**src/rtl/frv_masked_pkg.sv**
```systemverilog
`default_nettype none
// ---------------------------------------------------------------------------
// frv_masked_pkg : operation encodings shared by the masked ISE datapath units
// Revision 1.0
// ---------------------------------------------------------------------------
package frv_masked_pkg;

   typedef logic [1:0] msk_op_t;

   localparam msk_op_t MSK_AND  = 2'd0;
   localparam msk_op_t MSK_OR   = 2'd1;
   localparam msk_op_t MSK_XOR  = 2'd2;
   localparam msk_op_t MSK_ANDN = 2'd3;

endpackage
`default_nettype wire

```
**src/rtl/frv_dom_and_stage.sv**
```systemverilog
`default_nettype none
// ---------------------------------------------------------------------------
// frv_dom_and_stage : DOM-indep product/cross-term registers (glitch boundary)
// Revision 1.0
// ---------------------------------------------------------------------------
module frv_dom_and_stage #(
   parameter int N = 32
) (
   input  logic         g_clk,
   input  logic         g_rst,
   input  logic         en_i,
   input  logic         lin_i,
   input  logic [N-1:0] xa_i,
   input  logic [N-1:0] ya_i,
   input  logic [N-1:0] xb_i,
   input  logic [N-1:0] yb_i,
   input  logic [N-1:0] z_i,
   output logic [N-1:0] pa_o,
   output logic [N-1:0] pb_o,
   output logic [N-1:0] ca_o,
   output logic [N-1:0] cb_o
);

   logic [N-1:0] pa_d, pb_d, ca_d, cb_d;
   logic [N-1:0] pa_q, pb_q, ca_q, cb_q;

   // Cross-domain products exist only blinded by z and are registered before
   // any recombination; linear (XOR) mode keeps the domains fully separate.
   always_comb begin
      pa_d = lin_i ? (xa_i ^ ya_i) : (xa_i & ya_i);
      pb_d = lin_i ? (xb_i ^ yb_i) : (xb_i & yb_i);
      ca_d = lin_i ? '0 : ((xa_i & yb_i) ^ z_i);
      cb_d = lin_i ? '0 : ((xb_i & ya_i) ^ z_i);
   end

   always_ff @(posedge g_clk or posedge g_rst) begin
      if (g_rst) begin
         pa_q <= '0;
         pb_q <= '0;
         ca_q <= '0;
         cb_q <= '0;
      end else if (en_i) begin
         pa_q <= pa_d;
         pb_q <= pb_d;
         ca_q <= ca_d;
         cb_q <= cb_d;
      end
   end

   assign pa_o = pa_q;
   assign pb_o = pb_q;
   assign ca_o = ca_q;
   assign cb_o = cb_q;

endmodule
`default_nettype wire

```
**src/rtl/frv_masked_dom_bitwise.sv**
```systemverilog
`default_nettype none
// ---------------------------------------------------------------------------
// frv_masked_dom_bitwise : two-stage two-share masked AND/OR/XOR/ANDN unit
// Revision 1.0
// ---------------------------------------------------------------------------
module frv_masked_dom_bitwise
   import frv_masked_pkg::*;
#(
   parameter int N = 32
) (
   input  logic         g_clk,
   input  logic         g_rst,
   input  logic         in_valid,
   output logic         in_ready,
   input  logic [1:0]   op,
   input  logic [N-1:0] ax,
   input  logic [N-1:0] bx,
   input  logic [N-1:0] ay,
   input  logic [N-1:0] by,
   input  logic [N-1:0] z,
   output logic         out_valid,
   input  logic         out_ready,
   output logic [N-1:0] qa,
   output logic [N-1:0] qb
);

   logic           s1_valid_q, s2_valid_q;
   logic [1:0]     s1_op_q;
   logic [N-1:0]   qa_q, qb_q;
   logic [N-1:0]   qa_d, qb_d;
   logic [N-1:0]   ax_pre, ay_pre;
   logic [N-1:0]   pa, pb, ca, cb;
   logic           s2_adv, s1_adv, accept;

   assign s2_adv   = out_ready | ~s2_valid_q;
   assign s1_adv   = s1_valid_q & s2_adv;
   assign in_ready = ~s1_valid_q | s2_adv;
   assign accept   = in_valid & in_ready;

   // Inversions touch domain A only, so the masked value is negated without
   // ever combining the two shares.
   assign ax_pre = (op == MSK_OR) ? ~ax : ax;
   assign ay_pre = ((op == MSK_OR) || (op == MSK_ANDN)) ? ~ay : ay;

   frv_dom_and_stage #(.N(N)) u_s1 (
      .g_clk (g_clk),
      .g_rst (g_rst),
      .en_i  (accept),
      .lin_i (op == MSK_XOR),
      .xa_i  (ax_pre),
      .ya_i  (ay_pre),
      .xb_i  (bx),
      .yb_i  (by),
      .z_i   (z),
      .pa_o  (pa),
      .pb_o  (pb),
      .ca_o  (ca),
      .cb_o  (cb)
   );

   always_comb begin
      qa_d = pa ^ ca ^ {N{s1_op_q == MSK_OR}};
      qb_d = pb ^ cb;
   end

   always_ff @(posedge g_clk or posedge g_rst) begin
      if (g_rst) begin
         s1_valid_q <= 1'b0;
         s2_valid_q <= 1'b0;
         s1_op_q    <= MSK_AND;
         qa_q       <= '0;
         qb_q       <= '0;
      end else begin
         s1_valid_q <= accept | (s1_valid_q & ~s1_adv);
         if (accept) begin
            s1_op_q <= op;
         end
         if (s2_adv) begin
            s2_valid_q <= s1_valid_q;
         end
         if (s1_adv) begin
            qa_q <= qa_d;
            qb_q <= qb_d;
         end
      end
   end

   assign out_valid = s2_valid_q;
   assign qa        = qa_q;
   assign qb        = qb_q;

endmodule
`default_nettype wire

```
**config.mk**
```make
export PLATFORM = sky130hd
export DESIGN_NAME = frv_masked_dom_bitwise
export DESIGN_NICKNAME = d
export VERILOG_FILES = /design/src/rtl/frv_masked_pkg.sv /design/src/rtl/frv_dom_and_stage.sv /design/src/rtl/frv_masked_dom_bitwise.sv
export SDC_FILE = /design/constraint.sdc
export NUM_CORES = 1
export LEC_CHECK = 0
export CORE_UTILIZATION = 40
export CTS_CLUSTER_SIZE = 40
export DETAILED_ROUTE_END_ITERATION = 10
export PLACE_DENSITY = 0.68
export SLEW_MARGIN = 5
export SYNTH_ARGS = -nofsm -noshare
export SYNTH_HDL_FRONTEND = slang
export SYNTH_SLANG_ARGS = --single-unit
```
**constraint.sdc**
```tcl
create_clock -name g_clk -period 7.25 [get_ports g_clk]
set_input_delay 1.0875 -clock g_clk [delete_from_list [all_inputs] [get_ports g_clk]]
set_output_delay 1.0875 -clock g_clk [all_outputs]
set_load 0.01 [all_outputs]
```
==> impl_results.html <==
<table>
<tr><th>Metric</th><th>Value</th></tr>
<tr><th colspan="2">STA</th></tr>
<tr><td>Final Skew</td><td>0.0132 ns</td></tr>
<tr><td>Unrepaired setup endpoints after global routing</td><td>no</td></tr>
<tr><td>Worst Tran Pin Value</td><td>1.05 ns</td></tr>
<tr><td>Worst-case setup margin in the final layout</td><td>3.84 ns</td></tr>
<tr><td>Worst hold slack</td><td>0.485 ns</td></tr>
<tr><td>Count of final hold-check violations</td><td>0</td></tr>
<tr><td>Max Clock Freq</td><td>294 MHz</td></tr>
<tr><td>Number of pins with negative max-slew slack in the final report</td><td>0</td></tr>
<tr><td>Final setup fails</td><td>0</td></tr>
<tr><td>Clock period minus final worst setup slack</td><td>approximately 3.4 ns</td></tr>
<tr><td>Worst slew margin</td><td>0.299</td></tr>
<tr><td>Fin Setup TNS</td><td>0 ns</td></tr>
<tr><td>Ratio of final minimum period to clock period</td><td>0.470</td></tr>
<tr><th colspan="2">Clock tree</th></tr>
<tr><td>Number of H-tree levels</td><td>4</td></tr>
<tr><td>Number of sinks driven by the clock tree</td><td>196</td></tr>
<tr><td>Setup fix buffers added after clock tree synthesis</td><td>0</td></tr>
<tr><td>Clk pin slew, worst setup/hold paths</td><td>approximately 0.08 ns</td></tr>
<tr><td>Total CTS buffers</td><td>17</td></tr>
<tr><td>Clock tree from TritonCTS</td><td>yes</td></tr>
<tr><td>Clock tree root buffer cell</td><td>sky130_fd_sc_hd__clkbuf_16</td></tr>
<tr><td>Hold bufs inserted after CTS</td><td>0</td></tr>
<tr><td>Gates resized, CTS repair</td><td>0</td></tr>
<tr><td>Clock latency on the worst-skew pair</td><td>around 0.44 ns</td></tr>
<tr><td>Maximum clock insertion buffer count</td><td>2</td></tr>
<tr><th colspan="2">Power and ir drop</th></tr>
<tr><td>Switching part of the total</td><td>0.327</td></tr>
<tr><td>Sequential group share of total power</td><td>0.415</td></tr>
<tr><td>Total chip power</td><td>0.00367 W</td></tr>
<tr><td>Reported net switching power</td><td>0.00120 W</td></tr>
<tr><td>PwrDens</td><td>248 mW/mm²</td></tr>
<tr><td>Cell internal pwr</td><td>0.00247 W</td></tr>
<tr><td>Combinational share of power</td><td>0.321</td></tr>
<tr><td>LEAKAGE</td><td>6.13 nW</td></tr>
<tr><td>Largest vdd supply drop</td><td>0.000168 V</td></tr>
<tr><td>Fraction of power consumed by the clock network</td><td>0.264</td></tr>
<tr><th colspan="2">GRT</th></tr>
<tr><td>First-pass GRT wire length</td><td>46.0 mm</td></tr>
<tr><td>All-Layer GR Usage</td><td>0.195</td></tr>
<tr><td>Maximum number of pins on one net before global-route repair</td><td>143</td></tr>
<tr><td>Remaining global-route overflow</td><td>0</td></tr>
<tr><td>Vias in the first global route</td><td>8634</td></tr>
<tr><td>Number of antenna violations at the first check in global routing</td><td>0</td></tr>
<tr><th colspan="2">Place</th></tr>
<tr><td>PortBufs</td><td>231</td></tr>
<tr><td>Half-perimeter wire length after placement</td><td>between 15 and 20 mm</td></tr>
<tr><td>Placement Setup Slack</td><td>3.64 ns</td></tr>
<tr><td>Final estimated routing congestion in global placement</td><td>roughly 0.8</td></tr>
<tr><th colspan="2">Synth</th></tr>
<tr><td>Post-synthesis sequential area ratio</td><td>0.421</td></tr>
<tr><td>Share of the synthesized area in the top cell type</td><td>0.421</td></tr>
<tr><td>Number of flip-flops and latches in the synthesized netlist</td><td>between 150 and 200</td></tr>
<tr><td>Count of warnings emitted by yosys</td><td>0</td></tr>
<tr><td>Syn Nets</td><td>1378</td></tr>
<tr><td>Post-Synthesis Cells</td><td>1148</td></tr>
<tr><td>Post-Syn Area</td><td>0.0117 mm²</td></tr>
<tr><td>Dominant cells by area after synthesis</td><td>sky130_fd_sc_hd__dfrtp_1 42%, sky130_fd_sc_hd__xnor2_1 9.6%, sky130_fd_sc_hd__nand2_1 8.3%</td></tr>
<tr><td>Avg Cell Area, Syn</td><td>10.2 µm²</td></tr>
<tr><td>Synth cell types</td><td>26</td></tr>
<tr><td>Area leader, netlist</td><td>sky130_fd_sc_hd__dfrtp_1</td></tr>
<tr><th colspan="2">Hold path</th></tr>
<tr><td>Number of instances on the worst hold path</td><td>2</td></tr>
<tr><td>Class of the worst hold path</td><td>reg2reg</td></tr>
<tr><th colspan="2">Floorplan</th></tr>
<tr><td>I/O Pins</td><td>about 230</td></tr>
<tr><td>Y dimension of the die</td><td>roughly 170 µm</td></tr>
<tr><td>Die W</td><td>about 170 µm</td></tr>
<tr><td>Core region area</td><td>around 0.029 mm²</td></tr>
<tr><td>Standard-cell row count</td><td>62</td></tr>
<tr><td>Starting density of the core</td><td>0.406</td></tr>
<tr><td>DIE AREA</td><td>0.0298 mm²</td></tr>
<tr><th colspan="2">Critical path</th></tr>
<tr><td>Required arrival time at the worst endpoint</td><td>approximately 6 ns</td></tr>
<tr><td>Number of cells on the worst reg-to-reg path</td><td>4</td></tr>
<tr><td>Crit start category</td><td>input pin</td></tr>
<tr><td>CP endpoint kind</td><td>output port</td></tr>
<tr><td>Max Fanout on Critical Path</td><td>3</td></tr>
<tr><td>Critical path data arrival time</td><td>2.32 ns</td></tr>
<tr><td>CP Class</td><td>in2out</td></tr>
<tr><th colspan="2">Layout</th></tr>
<tr><td>Final standard cell utilization of the core</td><td>0.515</td></tr>
<tr><td>Final #Nets</td><td>1564</td></tr>
<tr><td>Proportion of layout cells with a drive suffix above 1</td><td>0.0668</td></tr>
<tr><td>Area growth syn-to-layout</td><td>26.8%</td></tr>
<tr><td>Final-layout fill cell count</td><td>2633</td></tr>
<tr><td>Area taken by flip-flops and latches</td><td>0.00490 mm²</td></tr>
<tr><td>Commonest non-fill, non-tap cell in the layout</td><td>sky130_fd_sc_hd__nand2_1</td></tr>
<tr><td>Area used by multi-input combinational logic</td><td>around 0.0064 mm²</td></tr>
<tr><td>Highest-count cells in the layout ignoring fill and taps</td><td>256 x sky130_fd_sc_hd__nand2_1, 229 x sky130_fd_sc_hd__clkdlybuf4s50_1, 196 x sky130_fd_sc_hd__dfrtp_1</td></tr>
<tr><td>N_diodes</td><td>0</td></tr>
<tr><th colspan="2">Routing</th></tr>
<tr><td>Drt first pass iters</td><td>5</td></tr>
<tr><td>Drc violations</td><td>0</td></tr>
<tr><td>Number of antenna-violating nets in the routed design</td><td>0</td></tr>
<tr><td>Wirelength per Cell</td><td>16.2 µm</td></tr>
<tr><td>Final routed wirelength across all metal layers</td><td>28.1 mm</td></tr>
<tr><td>Count of vias placed by the detailed router</td><td>8426</td></tr>
<tr><td>DR iter-0 viols</td><td>482</td></tr>
<tr><td>Vias per inst</td><td>around 5</td></tr>
<tr><th colspan="2">Status</th></tr>
<tr><td>Outcome</td><td>finished clean</td></tr>
<tr><th colspan="2">Flow run</th></tr>
<tr><td>Max capacitance violation total</td><td>0</td></tr>
</table>
[sequential cells by signal, summed over array words and instances, names as in the netlist]
register    count
u_s1.pb_o      32
out_valid       1
qb             32
s1_valid_q      1
u_s1.cb_o      32
s1_op_q         2
qa             32
u_s1.ca_o      32
u_s1.pa_o      32
[worst paths after layout]
path                                       startpoint                        end  slack [ns]
worst max-delay path                        out_ready                   in_ready        3.84
worst min-delay path               qb[12]$_DFFE_PP0P_         qb[12]$_DFFE_PP0P_        0.49
worst max register to register  out_valid$_DFFE_PP0P_   u_s1.cb_o[0]$_DFFE_PP0P_        4.95
worst min register to register     qb[12]$_DFFE_PP0P_         qb[12]$_DFFE_PP0P_        0.49
max in group asynchronous                       g_rst  u_s1.ca_o[14]$_DFFE_PP0P_        4.56
min in group asynchronous                       g_rst         qb[13]$_DFFE_PP0P_        1.27
[synth_stat cells]
library cell                count
sky130_fd_sc_hd__buf_1          2
sky130_fd_sc_hd__buf_12         1
sky130_fd_sc_hd__buf_2         21
sky130_fd_sc_hd__buf_4          6
sky130_fd_sc_hd__buf_6          3
sky130_fd_sc_hd__buf_8          1
sky130_fd_sc_hd__clkbuf_1      40
sky130_fd_sc_hd__dfrtp_1      196
sky130_fd_sc_hd__ha_1          64
sky130_fd_sc_hd__inv_1          1
sky130_fd_sc_hd__mux2_1         2
sky130_fd_sc_hd__mux2i_1       64
sky130_fd_sc_hd__nand2_1      258
sky130_fd_sc_hd__nand2b_1       4
sky130_fd_sc_hd__nand3b_1       1
sky130_fd_sc_hd__nand4bb_1     32
sky130_fd_sc_hd__nor2b_1        3
sky130_fd_sc_hd__o21ai_0       44
sky130_fd_sc_hd__o21ai_1      148
sky130_fd_sc_hd__o31ai_1       13
sky130_fd_sc_hd__o31ai_2       19
sky130_fd_sc_hd__or2_2          1
sky130_fd_sc_hd__xnor2_1      128
sky130_fd_sc_hd__xor2_1        76
sky130_fd_sc_hd__xor2_2        10
sky130_fd_sc_hd__xor2_4        10
[power groups by stage]
stage	combinational (W)	clock [W]	sequential, W
3_5_place_dp	0.00119	0	0.00154
3_3_place_gp	0.00117	0	0.00153
5_1_grt	0.00130	0.00103	0.00156
2_1_floorplan	0.000612	0	0.00156
6_report	0.00118	0.000967	0.00152
4_1_cts	0.00120	0.000987	0.00152
[metal layers]
| layer | share of wire | track usage |
|---|---|---|
| met1 | 0.47 | 0.265 |
| met2 | 0.48 | 0.328 |
| met3 | 0.036 | 0.0279 |
| met4 | 0.0079 | 0.0461 |
| met5 | 0 | 0 |
[cell type report]
cell class,count,area share
Inverter,1,0.000762
Sequential cell,196,0.332
Clock inverter,14,0.0111
Tap cell,384,0.0325
Timing Repair Buffer,241,0.161
Clock buffer,18,0.0290
Multi-Input combinational cell,877,0.434
[critical path, cell delays in order]
cell	delay, ns
sky130_fd_sc_hd__clkdlybuf4s50_1	0.46
sky130_fd_sc_hd__nand3b_1	0.20
sky130_fd_sc_hd__clkdlybuf4s50_1	0.58
[logic make-up after synthesis]
logic type                 after synthesis  synth area share
AOI/OAI and AO/OA                      224             0.111
DFF                                    196             0.421
and+or+nand+nor                        299             0.119
muxes                                   66            0.0569
buffers and inverters                   75            0.0326
xor gates and xnor gates               224             0.191
adders and majority gates               64            0.0687
[through the flow]
step | cells | cell area (µm²)
floorplan | 1148 | 11700
global placement | 1699 | 14200
detailed placement | 1699 | 14200
CTS | 1731 | 14800
global route | 1731 | 14800
finish | 1731 | 14800
No activity file was read; power rests on OpenSTA's default activity.
